<file path="config.mk">
export PLATFORM = sky130hd
export DESIGN_NAME = johnson_phase_decoder
export DESIGN_NICKNAME = d
export VERILOG_FILES = /design/src/rtl/johnson_phase_decoder.sv
export SDC_FILE = /design/constraint.sdc
export NUM_CORES = 1
export LEC_CHECK = 0
export BUFFER_PORTS_ARGS = -buffer_cell sky130_fd_sc_hd__buf_4
export CAP_MARGIN = 20
export CORE_MARGIN = 4
export CORE_UTILIZATION = 30
export DETAILED_ROUTE_END_ITERATION = 16
export PLACE_DENSITY = 0.48
export REMOVE_ABC_BUFFERS = 1
export SETUP_SLACK_MARGIN = 0.02
export SLEW_MARGIN = 20
export SYNTH_ARGS = -nofsm -noshare
export SYNTH_HDL_FRONTEND = slang
export SYNTH_SLANG_ARGS = --single-unit
</file>
<file path="constraint.sdc">
create_clock -name clk -period 5.4 [get_ports clk]
set_clock_uncertainty 0.2 [all_clocks]
set_input_delay 1.35 -clock clk [delete_from_list [all_inputs] [get_ports clk]]
set_output_delay 1.35 -clock clk [all_outputs]
set_load 0.1 [all_outputs]
</file>
<file path="src/rtl/johnson_phase_decoder.sv">
// Checks a 4-bit switch-tail ring code sample by sample, decodes its phase, and tracks
// lock with a HUNT/CHECK/LOCKED FSM plus a saturating error counter.
module johnson_phase_decoder #(
  parameter int unsigned LOCK_N = 4,
  parameter int unsigned MISS_N = 2
) (
  input  logic       clk,
  input  logic       rst,
  input  logic       en,
  input  logic [3:0] jc,
  output logic [2:0] phase,
  output logic       valid,
  output logic       lock,
  output logic       err,
  output logic [7:0] err_cnt
);

  localparam logic [1:0] HUNT   = 2'd0;
  localparam logic [1:0] CHECK  = 2'd1;
  localparam logic [1:0] LOCKED = 2'd2;

  localparam logic [3:0] LockN = LOCK_N[3:0];
  localparam logic [3:0] MissN = MISS_N[3:0];

  logic [1:0] state_q, state_d;
  logic [3:0] mcnt_q, mcnt_d;
  logic [3:0] xcnt_q, xcnt_d;
  logic [3:0] prev_q, prev_d;
  logic [2:0] phase_q, phase_d;
  logic       valid_q, valid_d;
  logic       lock_q, lock_d;
  logic       err_q, err_d;
  logic [7:0] err_cnt_q, err_cnt_d;

  logic       legal;
  logic [2:0] dec;
  logic       match;
  logic [3:0] mcnt_inc;
  logic [3:0] xcnt_inc;

  always_comb begin
    legal = 1'b1;
    dec   = 3'd0;
    case (jc)
      4'b0000: dec = 3'd0;
      4'b1000: dec = 3'd1;
      4'b1100: dec = 3'd2;
      4'b1110: dec = 3'd3;
      4'b1111: dec = 3'd4;
      4'b0111: dec = 3'd5;
      4'b0011: dec = 3'd6;
      4'b0001: dec = 3'd7;
      default: legal = 1'b0;
    endcase
  end

  // A ring code is never its own successor, so a repeated sample always mismatches.
  assign match    = (jc == {~prev_q[0], prev_q[3:1]});
  assign mcnt_inc = mcnt_q + 4'd1;
  assign xcnt_inc = xcnt_q + 4'd1;

  always_comb begin
    state_d   = state_q;
    mcnt_d    = mcnt_q;
    xcnt_d    = xcnt_q;
    prev_d    = prev_q;
    phase_d   = phase_q;
    valid_d   = 1'b0;
    err_d     = 1'b0;
    err_cnt_d = err_cnt_q;
    if (en) begin
      prev_d  = jc;
      valid_d = legal;
      if (legal) phase_d = dec;
      case (state_q)
        HUNT: begin
          if (legal) begin
            state_d = CHECK;
            mcnt_d  = 4'd1;
          end
        end
        CHECK: begin
          if (match) begin
            mcnt_d = mcnt_inc;
            if (mcnt_inc == LockN) begin
              state_d = LOCKED;
              xcnt_d  = 4'd0;
            end
          end else if (legal) begin
            mcnt_d = 4'd1;
          end else begin
            state_d = HUNT;
            mcnt_d  = 4'd0;
          end
        end
        LOCKED: begin
          if (match) begin
            xcnt_d = 4'd0;
          end else begin
            err_d = 1'b1;
            if (xcnt_inc == MissN) begin
              state_d = HUNT;
              mcnt_d  = 4'd0;
              xcnt_d  = 4'd0;
            end else begin
              xcnt_d = xcnt_inc;
            end
          end
        end
        default: begin
          state_d = HUNT;
          mcnt_d  = 4'd0;
          xcnt_d  = 4'd0;
        end
      endcase
      if (err_d && (err_cnt_q != 8'hff)) err_cnt_d = err_cnt_q + 8'd1;
    end
    lock_d = (state_d == LOCKED);
  end

  always_ff @(posedge clk or posedge rst) begin
    if (rst) begin
      state_q   <= HUNT;
      mcnt_q    <= 4'd0;
      xcnt_q    <= 4'd0;
      prev_q    <= 4'd0;
      phase_q   <= 3'd0;
      valid_q   <= 1'b0;
      lock_q    <= 1'b0;
      err_q     <= 1'b0;
      err_cnt_q <= 8'd0;
    end else begin
      state_q   <= state_d;
      mcnt_q    <= mcnt_d;
      xcnt_q    <= xcnt_d;
      prev_q    <= prev_d;
      phase_q   <= phase_d;
      valid_q   <= valid_d;
      lock_q    <= lock_d;
      err_q     <= err_d;
      err_cnt_q <= err_cnt_d;
    end
  end

  assign phase   = phase_q;
  assign valid   = valid_q;
  assign lock    = lock_q;
  assign err     = err_q;
  assign err_cnt = err_cnt_q;

endmodule

</file>
# --- Word level (Yosys, flattened, before mapping) ---
# Cells that the tools add are included.
op_classes:
  addsub: 3
  eq_ne: 19
  n_mux: 26
  bitwise: 2
  n_reduce_logical: 8
ops:
  columns: ["operator", "count"]
  rows:
  - ["two-way mux 4 bit", 8]
  - ["one-hot mux 4 bit (3 select lines)", 2]
  - ["one-hot mux 3 bit (7 select lines)", 1]
  - ["== test 4 bit (second input constant)", 4]
  - ["two-way mux 2 bit", 7]
  - ["inequality test 2 bit (second input constant)", 5]
  - ["adder 4 x 1 -> 4 bit (second input constant)", 2]
  - ["adder 8 x 1 -> 8 bit (second input constant)", 1]
  - ["== test 4 x 2 -> 1 bit (second input constant)", 2]
  - ["== test 4 x 3 -> 1 bit (second input constant)", 2]
  - ["inequality test 8 bit (second input constant)", 1]
  - ["AND reduction 4 bit", 2]
  - ["OR reduction 8 bit", 1]
  - ["two-way mux 1 bit", 7]
  - ["one-hot mux 2 bit (3 select lines)", 1]
  - ["== test 2 bit (second input constant)", 2]
  - ["== test 4 x 1 -> 1 bit (second input constant)", 1]
  - ["== test 4 bit", 1]
  - ["zero test 4 bit", 1]
  - ["AND reduction 2 bit", 2]
  - ["== test 2 x 1 -> 1 bit (second input constant)", 1]
  - ["zero test 2 bit", 1]
  - ["inverter 1 bit", 2]
  - ["logical AND 1 bit", 1]
word_totals:
  register_bits: 28
  in_bits: 7
  out_inout_bits: 14
  wordCells: 67

# --- Logic depth before layout (Yosys ltp) ---
logic_depth:
  depth_word: 8
  ltp_mapped: 7
  depth_no_buf: 7

# --- Worst setup path after synthesis ---
# OpenSTA, ideal clock, no wires.
synth_timing:
  path_type: "input-to-reg"
  from: "input port jc[0]"
  to: "register xcnt_q[1]"
  setup_time_ns: 0.125
  arrival_ns: 2.649
  slack_ns: 2.426
  cell_stages: 6
  path_cell_list: "buf_2 -> xnor2_2 -> and4_4 -> nand2_4 -> o31ai_4 -> mux2_2"
synth_via:
  elab_chain_len: 3
  word_cells_on_any_way: 5
  cone_classes: "2 x eq/ne; 2 x mux; 1 x reduce/logical"
synth_lines:
  columns: ["item", "line", "rtl"]
  rows:
  - ["start: declaration", "10", "input logic [3:0] jc,"]
  - ["== test 4 bit *", "58", "assign match = (jc == {~prev_q[0], prev_q[3:1]});"]
  - ["two-way mux 4 bit / inequality test 2 bit (equally long branches)", null, null]
  - ["one-hot mux 4 bit (3 select lines) / AND reduction 4 bit (equally long branches)", null, null]
  - ["end signal: assignment", "135", "xcnt_q <= xcnt_d;"]
  - ["end: declaration", "27", "logic [3:0] xcnt_q, xcnt_d;"]
# Mark *: on every way between the ends. The rest lies on a longest branch, timed or not.
# A chain may end at the register's enable or synchronous reset.

# --- Worst setup path after layout ---
layout_timing:
  from: "input port jc[2]"
  to: "register xcnt_q[1]"
# Same word-level chain as after synthesis.

==> run metrics <==
Final Cycle Share=0.520; layout cell share with drive strength beyond 1=0.239; die area=between 0.006 and 0.007 mm^2; Synth Register Bits=28; NetSw=approximately 460 uW; 1st-pass router iterations=4; root buf cell=clkbuf_8; IO buf count=20; core box area=approximately 0.0051 mm^2; number of diodes=0; routing usage on met3=0.0200; post_cts resized=0; H-tree levels=1; power share of the combinational group=0.473; final setup violation count=0; Post-Synth Adder-Cell Area=0.0392; Iter 0 DRT Violations=59; synthesis-to-finish area growth=18.4%; vias=roughly 1,200; register share of total power=0.351; routed vias/inst=4.94; # rows=26; aggregate routed wire length=3.32 mm; commonest cells after routing, fill and taps aside=dfrtp_1, buf_4, nand2_1; Worst IR Drop VDD=~0.00022 V; Setup Buffers After CTS=0; Crit Path Max Fanout=6; CP endpoint kind=flop; Unique masters post-synth=47; minimum hold slack=314 ps; Die Wd=approximately 81 um; HP Class=flop to flop; kind of critical path=input pin to flop; Max Cap Viol=0; Relative slew margins=0.612; Residual DRC=0; Max Fclk=approximately 0.36 GHz; Final ANT Viol Nets=0; global placement routability congestion=between 0.8 and 0.9; startpoint type of the worst setup path=input pin; CTS tree=yes; remaining global-route overflow=0; Mapped Avg Cell Area=just over 10 um^2; pin count of the biggest net entering global routing=29; crit-path cells=buf_4 > xnor2_1 > and4_4 > nand2_4 > o31ai_4 > mux2_2; Synth Area in Compound Gates=0.173; post-synthesis mux area share=0.0495; worst-margin pin slew=about 580 ps; power density cells=a little over 500 mW/mm^2; global-route wire length before repair=~5.7 mm; Worst EP required=5370 ps; clock sinks=28; synthesized cell area=between 0.0015 and 0.002 mm^2; clock buffers created by TritonCTS=3; number of synthesized flops with an enable pin=0; Die Ht=80.9 um; hpwl dp=about 2.5 mm; Yosys warnings=0; initial core utilization=0.310; arrival time worst endpoint=between 2000 and 3000 ps; Synth Instances=between 150 and 200; Final Max Slew Viols=0; final worst path period need=roughly 2800 ps; NumNets Final=between 150 and 200; top_reg_cell synth=dfrtp_1; unrepaired setup endpoints after global routing=no; commonest non-fill, non-tap cell in the layout=dfrtp_1; clk slew on worst S/H paths=around 100 ps; XOR/XNOR Fraction of Synth Area=0.0808; met2 usage=0.172; final hold violations=0; CTS Hold Bufs=0; Synth Area in Simple Gates=0.186; vias in the first global route=1,207; LEAKAGE=between 0.0008 and 0.0009 uW; CP max-delay cell=mux2_2; # IOs=21; Worst path max stage delay=360 ps; setup TNS=0 ps; power share of the clock group=0.175; WL per Instance=13.5 um; Skew-Pair Late Insertion Delay=270 ps; Most Crowded Layer GR=met2; clock buffer depth=2; met1 usage=0.148; switching share of total power=0.488; Seq/Total Area, Yosys=0.440; largest family of logic cells by synthesized area=simple AND/OR/NAND/NOR gates; Pint=roughly 490 uW; initial antenna violation count=0; outcome=completed; total track usage=0.108; Post-synth ARST share=1.00
## power by group through the flow
stage | Clock (uW) | Combinational (uW) | Sequential [uW]
3_3_place_gp | 0 | 452 | 334
6_report | 167 | 451 | 335
3_5_place_dp | 0 | 454 | 337
2_1_floorplan | 0 | 147 | 536
5_1_grt | 183 | 480 | 345
4_1_cts | 173 | 454 | 334
## cells by family after synthesis
kind of cell               Yosys count
and+or+nand+nor                     53
AOI/OAI and AO/OA                   37
DFF                                 28
xor gates and xnor gates            13
buffers and inverters               13
muxes                                7
adders and majority gates            5
## Yosys cell counts, types with 2 or more instances
library cell | n | area share
a211oi_1 | 2 | 0.0094
o41ai_1 | 2 | 0.011
and2_1 | 3 | 0.012
dfrtp_1 | 28 | 0.44
nor3_1 | 3 | 0.0094
nand2b_1 | 6 | 0.024
nor2_1 | 6 | 0.014
nand3_1 | 7 | 0.022
ha_1 | 5 | 0.039
or2_2 | 2 | 0.0078
a21oi_1 | 5 | 0.016
a31oi_1 | 3 | 0.012
and3_1 | 2 | 0.0078
nand2_1 | 11 | 0.026
clkbuf_1 | 3 | 0.0071
xor2_1 | 5 | 0.027
inv_1 | 9 | 0.021
xnor2_1 | 6 | 0.033
o21ai_0 | 9 | 0.028
nand4_1 | 6 | 0.024
mux2_2 | 7 | 0.049
## layer usage
| layer | vias up | share of wire | routed length (um) |
|---|---|---|---|
| met5 | - | 0 | 0 |
| met4 | 0 | 0.0057 | 19 |
| met3 | 2 | 0.034 | 113 |
| met2 | 17 | 0.47 | 1550 |
| met1 | 592 | 0.49 | 1630 |
| li1 | 604 | - | - |
## worst paths after layout
check	slack, ps	startpoint	depth (start not counted)	to
max	2590	jc[2]	6	xcnt_q[1]
min	310	err_cnt[6]	1	err_cnt[6]
max reg2reg	3160	xcnt_q[0]	6	mcnt_q[3]
min reg2reg	310	err_cnt[6]	1	err_cnt[6]
max in group asynchronous	3690	rst	2	state_q[1]
min in group asynchronous	930	rst	2	err_cnt[0]
## flip-flops by register name, summed over array words and instances, names as in the netlist
name and cells:
phase 3, mcnt_q 4, prev_q 4, xcnt_q 4, valid 1, err 1
lock 1, err_cnt 8, state_q 2
## area by class of cell
type	instances	area, um^2
clock buffer	3	41.3
clock inverter	1	30.0
fill	552	3250
inverter	9	33.8
multi-input combinational	115	843
sequential	28	701
tap	70	87.6
timing repair buffer	20	150
## through the flow
step / cell area (um^2) / setup slack (ps) / total power [uW] / util / cells
4_1_cts: 1890 / 2620 / 961 / 0.367 / 246
6_report: 1890 / 2590 / 952 / 0.367 / 246
3_5_place_dp: 1820 / 2310 / 791 / 0.353 / 242
5_1_grt: 1890 / 2570 / 1010 / 0.367 / 246
3_3_place_gp: 1820 / 2340 / 785 / 0.353 / 242
2_1_floorplan: 1580 / 2560 / 683 / - / 152
## critical path, delay by kind of cell
kind / cells / cell delay [ps]
buffers and inverters: 1 / 130
xor gates and xnor gates: 1 / 260
and+or+nand+nor: 2 / 400
AOI/OAI and AO/OA: 1 / 280
muxes: 1 / 360
(Power assumes the default switching activity.)
